==> src/rtl/step_clock_ctrl_if.sv <==
// Control/status bundle for step_clock_ctrl: raw operator inputs, halt request and step outputs.
// Optional macro STEP_COUNT_EN adds the 16-bit step_count status signal.
interface step_clock_ctrl_if;
  logic        key_n;
  logic        run_mode;
  logic        halt;
  logic        step_en;
  logic        key_level;
  logic        manual_act;
`ifdef STEP_COUNT_EN
  logic [15:0] step_count;

  modport master (
    output key_n, run_mode, halt,
    input  step_en, key_level, manual_act, step_count
  );

  modport slave (
    input  key_n, run_mode, halt,
    output step_en, key_level, manual_act, step_count
  );
`else
  modport master (
    output key_n, run_mode, halt,
    input  step_en, key_level, manual_act
  );

  modport slave (
    input  key_n, run_mode, halt,
    output step_en, key_level, manual_act
  );
`endif
endinterface

==> src/rtl/step_clock_ctrl.sv <==
// Execution-pacing stage: generates a one-cycle step_en strobe from either an auto-run divider
// or a debounced manual pushbutton, all in the single clk domain.
// Optional macro STEP_COUNT_EN adds a 16-bit wrapping count of step_en pulses.
module step_clock_ctrl #(
  parameter int unsigned DEBOUNCE_CYCLES = 500000,
  parameter int unsigned AUTO_DIV        = 25000000,
  parameter int unsigned SYNC_STAGES     = 2
) (
  input  logic               clk,
  input  logic               Reset,
  step_clock_ctrl_if.slave   bus
);

  localparam int unsigned CntW = $clog2(DEBOUNCE_CYCLES);
  localparam int unsigned DivW = $clog2(AUTO_DIV);
  localparam logic [CntW-1:0] CntMax = CntW'(DEBOUNCE_CYCLES - 1);
  localparam logic [DivW-1:0] DivMax = DivW'(AUTO_DIV - 1);

  typedef enum logic [1:0] {StIdle, StPressWait, StHeld, StReleaseWait} db_state_e;

  logic [SYNC_STAGES-1:0] key_sync_q;
  logic [SYNC_STAGES-1:0] run_sync_q;
  logic                   pressed;
  logic                   run_sync;

  db_state_e              state_q, state_d;
  logic [CntW-1:0]        cnt_q, cnt_d;
  logic [DivW-1:0]        div_q, div_d;
  logic                   manual_act_q;
  logic                   mode_change;
  logic                   step_en;

  // Input synchronisers; reset to "key released, auto mode".
  always_ff @(posedge clk) begin
    if (Reset) begin
      key_sync_q <= '1;
      run_sync_q <= '0;
    end else begin
      key_sync_q <= {key_sync_q[SYNC_STAGES-2:0], bus.key_n};
      run_sync_q <= {run_sync_q[SYNC_STAGES-2:0], bus.run_mode};
    end
  end

  assign pressed     = ~key_sync_q[SYNC_STAGES-1];
  assign run_sync    = run_sync_q[SYNC_STAGES-1];
  assign mode_change = (run_sync != manual_act_q);

  // Debounce FSM next state; a bounce returns to the stable state it came from.
  always_comb begin
    state_d = state_q;
    cnt_d   = '0;
    unique case (state_q)
      StIdle: begin
        if (pressed) state_d = StPressWait;
      end
      StPressWait: begin
        if (!pressed) begin
          state_d = StIdle;
        end else if (cnt_q == CntMax) begin
          state_d = StHeld;
        end else begin
          cnt_d = cnt_q + 1'b1;
        end
      end
      StHeld: begin
        if (!pressed) state_d = StReleaseWait;
      end
      StReleaseWait: begin
        if (pressed) begin
          state_d = StHeld;
        end else if (cnt_q == CntMax) begin
          state_d = StIdle;
        end else begin
          cnt_d = cnt_q + 1'b1;
        end
      end
      default: state_d = StIdle;
    endcase
  end

  // Auto-run divider next state; held at zero in manual mode, on halt and on a mode change.
  always_comb begin
    div_d = '0;
    if (!mode_change && !manual_act_q && !bus.halt && (div_q != DivMax)) begin
      div_d = div_q + 1'b1;
    end
  end

  // Step strobe: only the source selected by the settled mode may fire.
  always_comb begin
    step_en = 1'b0;
    if (!mode_change) begin
      if (manual_act_q) begin
        step_en = (state_q == StPressWait) && (state_d == StHeld);
      end else begin
        step_en = !bus.halt && (div_q == DivMax);
      end
    end
  end

  // State, counters and effective mode.
  always_ff @(posedge clk) begin
    if (Reset) begin
      state_q      <= StIdle;
      cnt_q        <= '0;
      div_q        <= '0;
      manual_act_q <= 1'b0;
    end else begin
      state_q      <= state_d;
      cnt_q        <= cnt_d;
      div_q        <= div_d;
      manual_act_q <= run_sync;
    end
  end

  assign bus.step_en    = step_en;
  // key_level follows the debounced decision in the cycle it is made.
  assign bus.key_level  = (state_d == StHeld) || (state_d == StReleaseWait);
  assign bus.manual_act = manual_act_q;

`ifdef STEP_COUNT_EN
  logic [15:0] step_count_q;

  // Count of issued steps, wrapping at 16 bits.
  always_ff @(posedge clk) begin
    if (Reset) begin
      step_count_q <= '0;
    end else if (step_en) begin
      step_count_q <= step_count_q + 16'd1;
    end
  end

  assign bus.step_count = step_count_q;
`endif

endmodule

==> src/flat_wrapper.sv <==
// flat-port wrapper written by rule: the top's interface ports become plain ports
module step_clock_ctrl_flat 
#(
  parameter int unsigned DEBOUNCE_CYCLES = 500000,
  parameter int unsigned AUTO_DIV        = 25000000,
  parameter int unsigned SYNC_STAGES     = 2
)
  (clk, Reset, bus_key_n, bus_run_mode, bus_halt, bus_step_en, bus_key_level, bus_manual_act);
  step_clock_ctrl_if bus_i ();
  input  logic clk;
  input  logic Reset;
  input wire logic [$bits(bus_i.key_n)-1:0] bus_key_n;
  input wire logic [$bits(bus_i.run_mode)-1:0] bus_run_mode;
  input wire logic [$bits(bus_i.halt)-1:0] bus_halt;
  output wire logic [$bits(bus_i.step_en)-1:0] bus_step_en;
  output wire logic [$bits(bus_i.key_level)-1:0] bus_key_level;
  output wire logic [$bits(bus_i.manual_act)-1:0] bus_manual_act;
  assign bus_i.key_n = bus_key_n;
  assign bus_i.run_mode = bus_run_mode;
  assign bus_i.halt = bus_halt;
  assign bus_step_en = bus_i.step_en;
  assign bus_key_level = bus_i.key_level;
  assign bus_manual_act = bus_i.manual_act;
  step_clock_ctrl #(.DEBOUNCE_CYCLES(DEBOUNCE_CYCLES), .AUTO_DIV(AUTO_DIV), .SYNC_STAGES(SYNC_STAGES)) u_core (.clk(clk), .Reset(Reset), .bus(bus_i));
endmodule
==> config.mk <==
export PLATFORM = sky130hd
export DESIGN_NAME = step_clock_ctrl_flat
export DESIGN_NICKNAME = d
export VERILOG_FILES = /design/src/rtl/step_clock_ctrl_if.sv /design/src/rtl/step_clock_ctrl.sv /design/src/flat_wrapper.sv
export SDC_FILE = /design/constraint.sdc
export NUM_CORES = 1
export LEC_CHECK = 0
export CORE_UTILIZATION = 55
export DETAILED_ROUTE_END_ITERATION = 7
export PLACE_DENSITY = 0.78
export SETUP_SLACK_MARGIN = 0.2
export SKIP_LAST_GASP = 1
export SLEW_MARGIN = 10
export SYNTH_ARGS = -nofsm -noshare
export SYNTH_HDL_FRONTEND = slang
export SYNTH_SLANG_ARGS = --single-unit
==> constraint.sdc <==
create_clock -name clk -period 4.9 [get_ports clk]
set_input_delay 0.49 -clock clk [delete_from_list [all_inputs] [get_ports clk]]
set_output_delay 0.49 -clock clk [all_outputs]
set_load 0.05 [all_outputs]
==> impl_results.md <==
* Avg Cell Area, Syn at 8.91 sq um
* Largest net degree at the start of global routing at 26
* Comb power frac at 0.020
* Final clock skew at between 10 and 15 ps
* DRT antenna net count at 0
* Post-Route WL at 4.05 mm
* Final hold violation count at 0
* Net Count, Synth at 269
* Reg2Reg Setup Slack at 2730 ps
* DR vias at approximately 1800
* Syn Inst Count at 261
* Post-synth EDFFs at 0
* Crit Reg-Reg Endpoint: u_core.div_q[22]
* Top post-synthesis cells by area: dfxtp_1 (44%), xor2_1 (5.6%), a211oi_1 (4.2%)
* Global-route wire length before repair at 6.97 mm
* RSZ-0062 raised after global routing: false
* Crit end category: output port
* Sw frac at 0.215
* Reg2reg start: u_core.div_q[2]
* Worst slew margin at 0.434
* Prevailing post-synth register cell: dfxtp_1
* Crit path arrival time at approximately 2600 ps
* Die height at 67.0 microns
* Largest area contributor in the netlist: dfxtp_1
* Period utilization at 0.638
* Outcome: finished, final reports clean
* Grt total ovfl at 0
* H-tree depth at 2
* Fmax at around 0.32 GHz
* Unique masters post-synth at between 40 and 50
* Avg Vias per Cell at between 5 and 6
* TNS Setup at 0 ps
* Post-layout power at ~0.69 mW
* CP Launch Type: flip-flop
* Pwr Density at 275 nW/um^2
* DRC at 0
* Sequential share of power at 0.610
* Setup violators final at 0
* Final slew viol count at 0
* First DRT Iteration DRCs at between 80 and 90
* Site row count at 23
* Psw at 0.148 mW
* Clk slew on worst S/H paths at 80 ps
* Placed inst area at roughly 2400 sq um
* Setup bufs post-CTS at 0
* Crit Path Class: reg -> out
* Fin crit period at 3130 ps
* CP Launch Point: u_core.cnt_q[6]
* Initial Utilization at 0.577
* Clock power share at 0.370
* Worst vdd ir at 0.000196 V
* Final Cell Area at 2490 sq um
* # resized after CTS at 0
* Routed len/inst at 12.9 microns
* Synth warnings at 0
* Share of layout cells above drive strength 1 at 0.0684
* TritonRoute pass-1 iters at 4
* GPL Wtd Cong at 0.760
* Area grow syn2layout at 7.10%
* Most frequent cell after synthesis: dfxtp_1
* Min-Delay Path Class: reg -> reg
* FFs w/ async S/R, synth at 0
* Die W at roughly 67 microns
* CTS Hold Buffers Added at 0
* # clock sinks at 51
* Core area at 4030 sq um
* Hold_sp: u_core.key_sync_q[0]
* Max-cap violation count at 0
* Worst slew pin tran at ~850 ps
* PortBufs at 7
* Top-area cell type share of the netlist area at 0.439
* Final Net Count at 270
* Global-route usage over all layers at 0.206
* Clock Latency Late Sink at 310 ps
* Pint at 0.538 mW
* DP HPWL at 2.72 mm
* # IOs at 8
* Die area at about 4500 sq um
* CTS tree: done
* Lkg Pwr at 0.726 nW
* Hold depth at 1
* Initial antenna violation count at 0
* Yosys reg bits at 51
* Worst-path maximum fanout at 6
* Critical Path RT at 4410 ps
* Post-synth top cells: dfxtp_1 (51), nor2_1 (17), nand2_1 (15), nor3_1 (15), xor2_1 (15)
* Cell Area, Synth at 2330 sq um
* Share of the yosys chip area belonging to registers at 0.439
* Root Driver: clkbuf_8
* Hold EP: u_core.key_sync_q[1]
* Num CTS Buffers at 5
* CTS Buffer Depth at 2
* Reg2Reg Depth at 4
* ANT cells at 0
* Number of global-route vias before repair at roughly 1600
## how the worst max path moves through the flow
stage | slack, ps | cells past startpoint | to
3_5_place_dp | 2100 | 5 | bus_step_en
2_1_floorplan | 2660 | 4 | bus_step_en
5_1_grt | 1580 | 5 | bus_step_en
3_3_place_gp | 2110 | 5 | bus_step_en
4_1_cts | 1750 | 5 | bus_step_en
6_report | 1770 | 5 | bus_step_en
## power by group through the flow
stage          combinational (mW)  sequential (mW)  clock, mW
3_3_place_gp               0.0138            0.428          0
3_5_place_dp               0.0140            0.428          0
5_1_grt                    0.0154            0.419      0.277
6_report                   0.0139            0.418      0.253
2_1_floorplan             0.00822            0.428          0
4_1_cts                    0.0141            0.418      0.264
## cell families (layout without fill, tap and decap cells)
kind of cell / Yosys count / count (layout) / synth area share
AO/OA/AOI/OAI: 42 / 42 / 0.119
XOR/XNOR: 22 / 22 / 0.0828
adder cells (fa/ha/maj): 3 / 3 / 0.0161
buffers and inverters: 25 / 27 / 0.0495
flip-flops: 51 / 51 / 0.439
AND/OR/NAND/NOR: 118 / 118 / 0.293
## final cells by class
cell class                 count  area, sq um
timing repair buffer           8         77.6
sequential                    51         1020
clock buffer                   6         82.6
clock inverter                 2         16.3
fill                         362         1540
multi-input combinational    185         1190
tap                           50         62.6
inverter                      11         41.3
## layout by cell type (no fill, tap or decap), types with 2 or more instances in the layout
master / n
dfxtp_1: 51
nor2_1: 17
nand2_1: 15
nor3_1: 15
xor2_1: 15
a211oi_1: 13
nand4_1: 12
o21ai_0: 12
or3_1: 12
nand3_1: 11
inv_1: 10
o31ai_1: 7
or4_1: 7
xnor2_1: 7
clkdlybuf4s50_1: 7
and4_1: 6
a21oi_1: 6
clkbuf_8: 6
and3_1: 4
and2_1: 3
ha_1: 3
nor4_1: 2
or2_2: 2
nor2b_1: 2
## state kept, by name, summed over array words and instances, names as in the netlist
register and flops:
u_core.key_sync_q 2, u_core.cnt_q 19, u_core.bus.manual_act 1, u_core.state_q 2
u_core.run_sync_q 2, u_core.div_q 25
## layer usage
layer	global-route usage	vias to the layer above	wire length [microns]
met5	0	-	0
met4	0.0798	0	65
met3	0.0668	6	95
met2	0.339	9	1870
met1	0.246	841	2030
li1	-	959	-
## through the flow
stage | worst slack (ps) | std cells | hold slack (ps) | util
5_1_grt | 1580 | 313 | 453 | 0.618
2_1_floorplan | 2660 | 261 | 389 | -
3_3_place_gp | 2110 | 305 | 394 | 0.594
3_5_place_dp | 2100 | 305 | 410 | 0.594
6_report | 1770 | 313 | 424 | 0.618
4_1_cts | 1750 | 313 | 431 | 0.618
## worst max-delay path, stage by stage, from the launching register on
cell             delay, ps
dfxtp_1                360
or4b_1                 530
nor4_2                 280
and3_1                 240
a22o_1                 130
clkdlybuf4s50_1        790
Power figures use the tool's default switching activity.
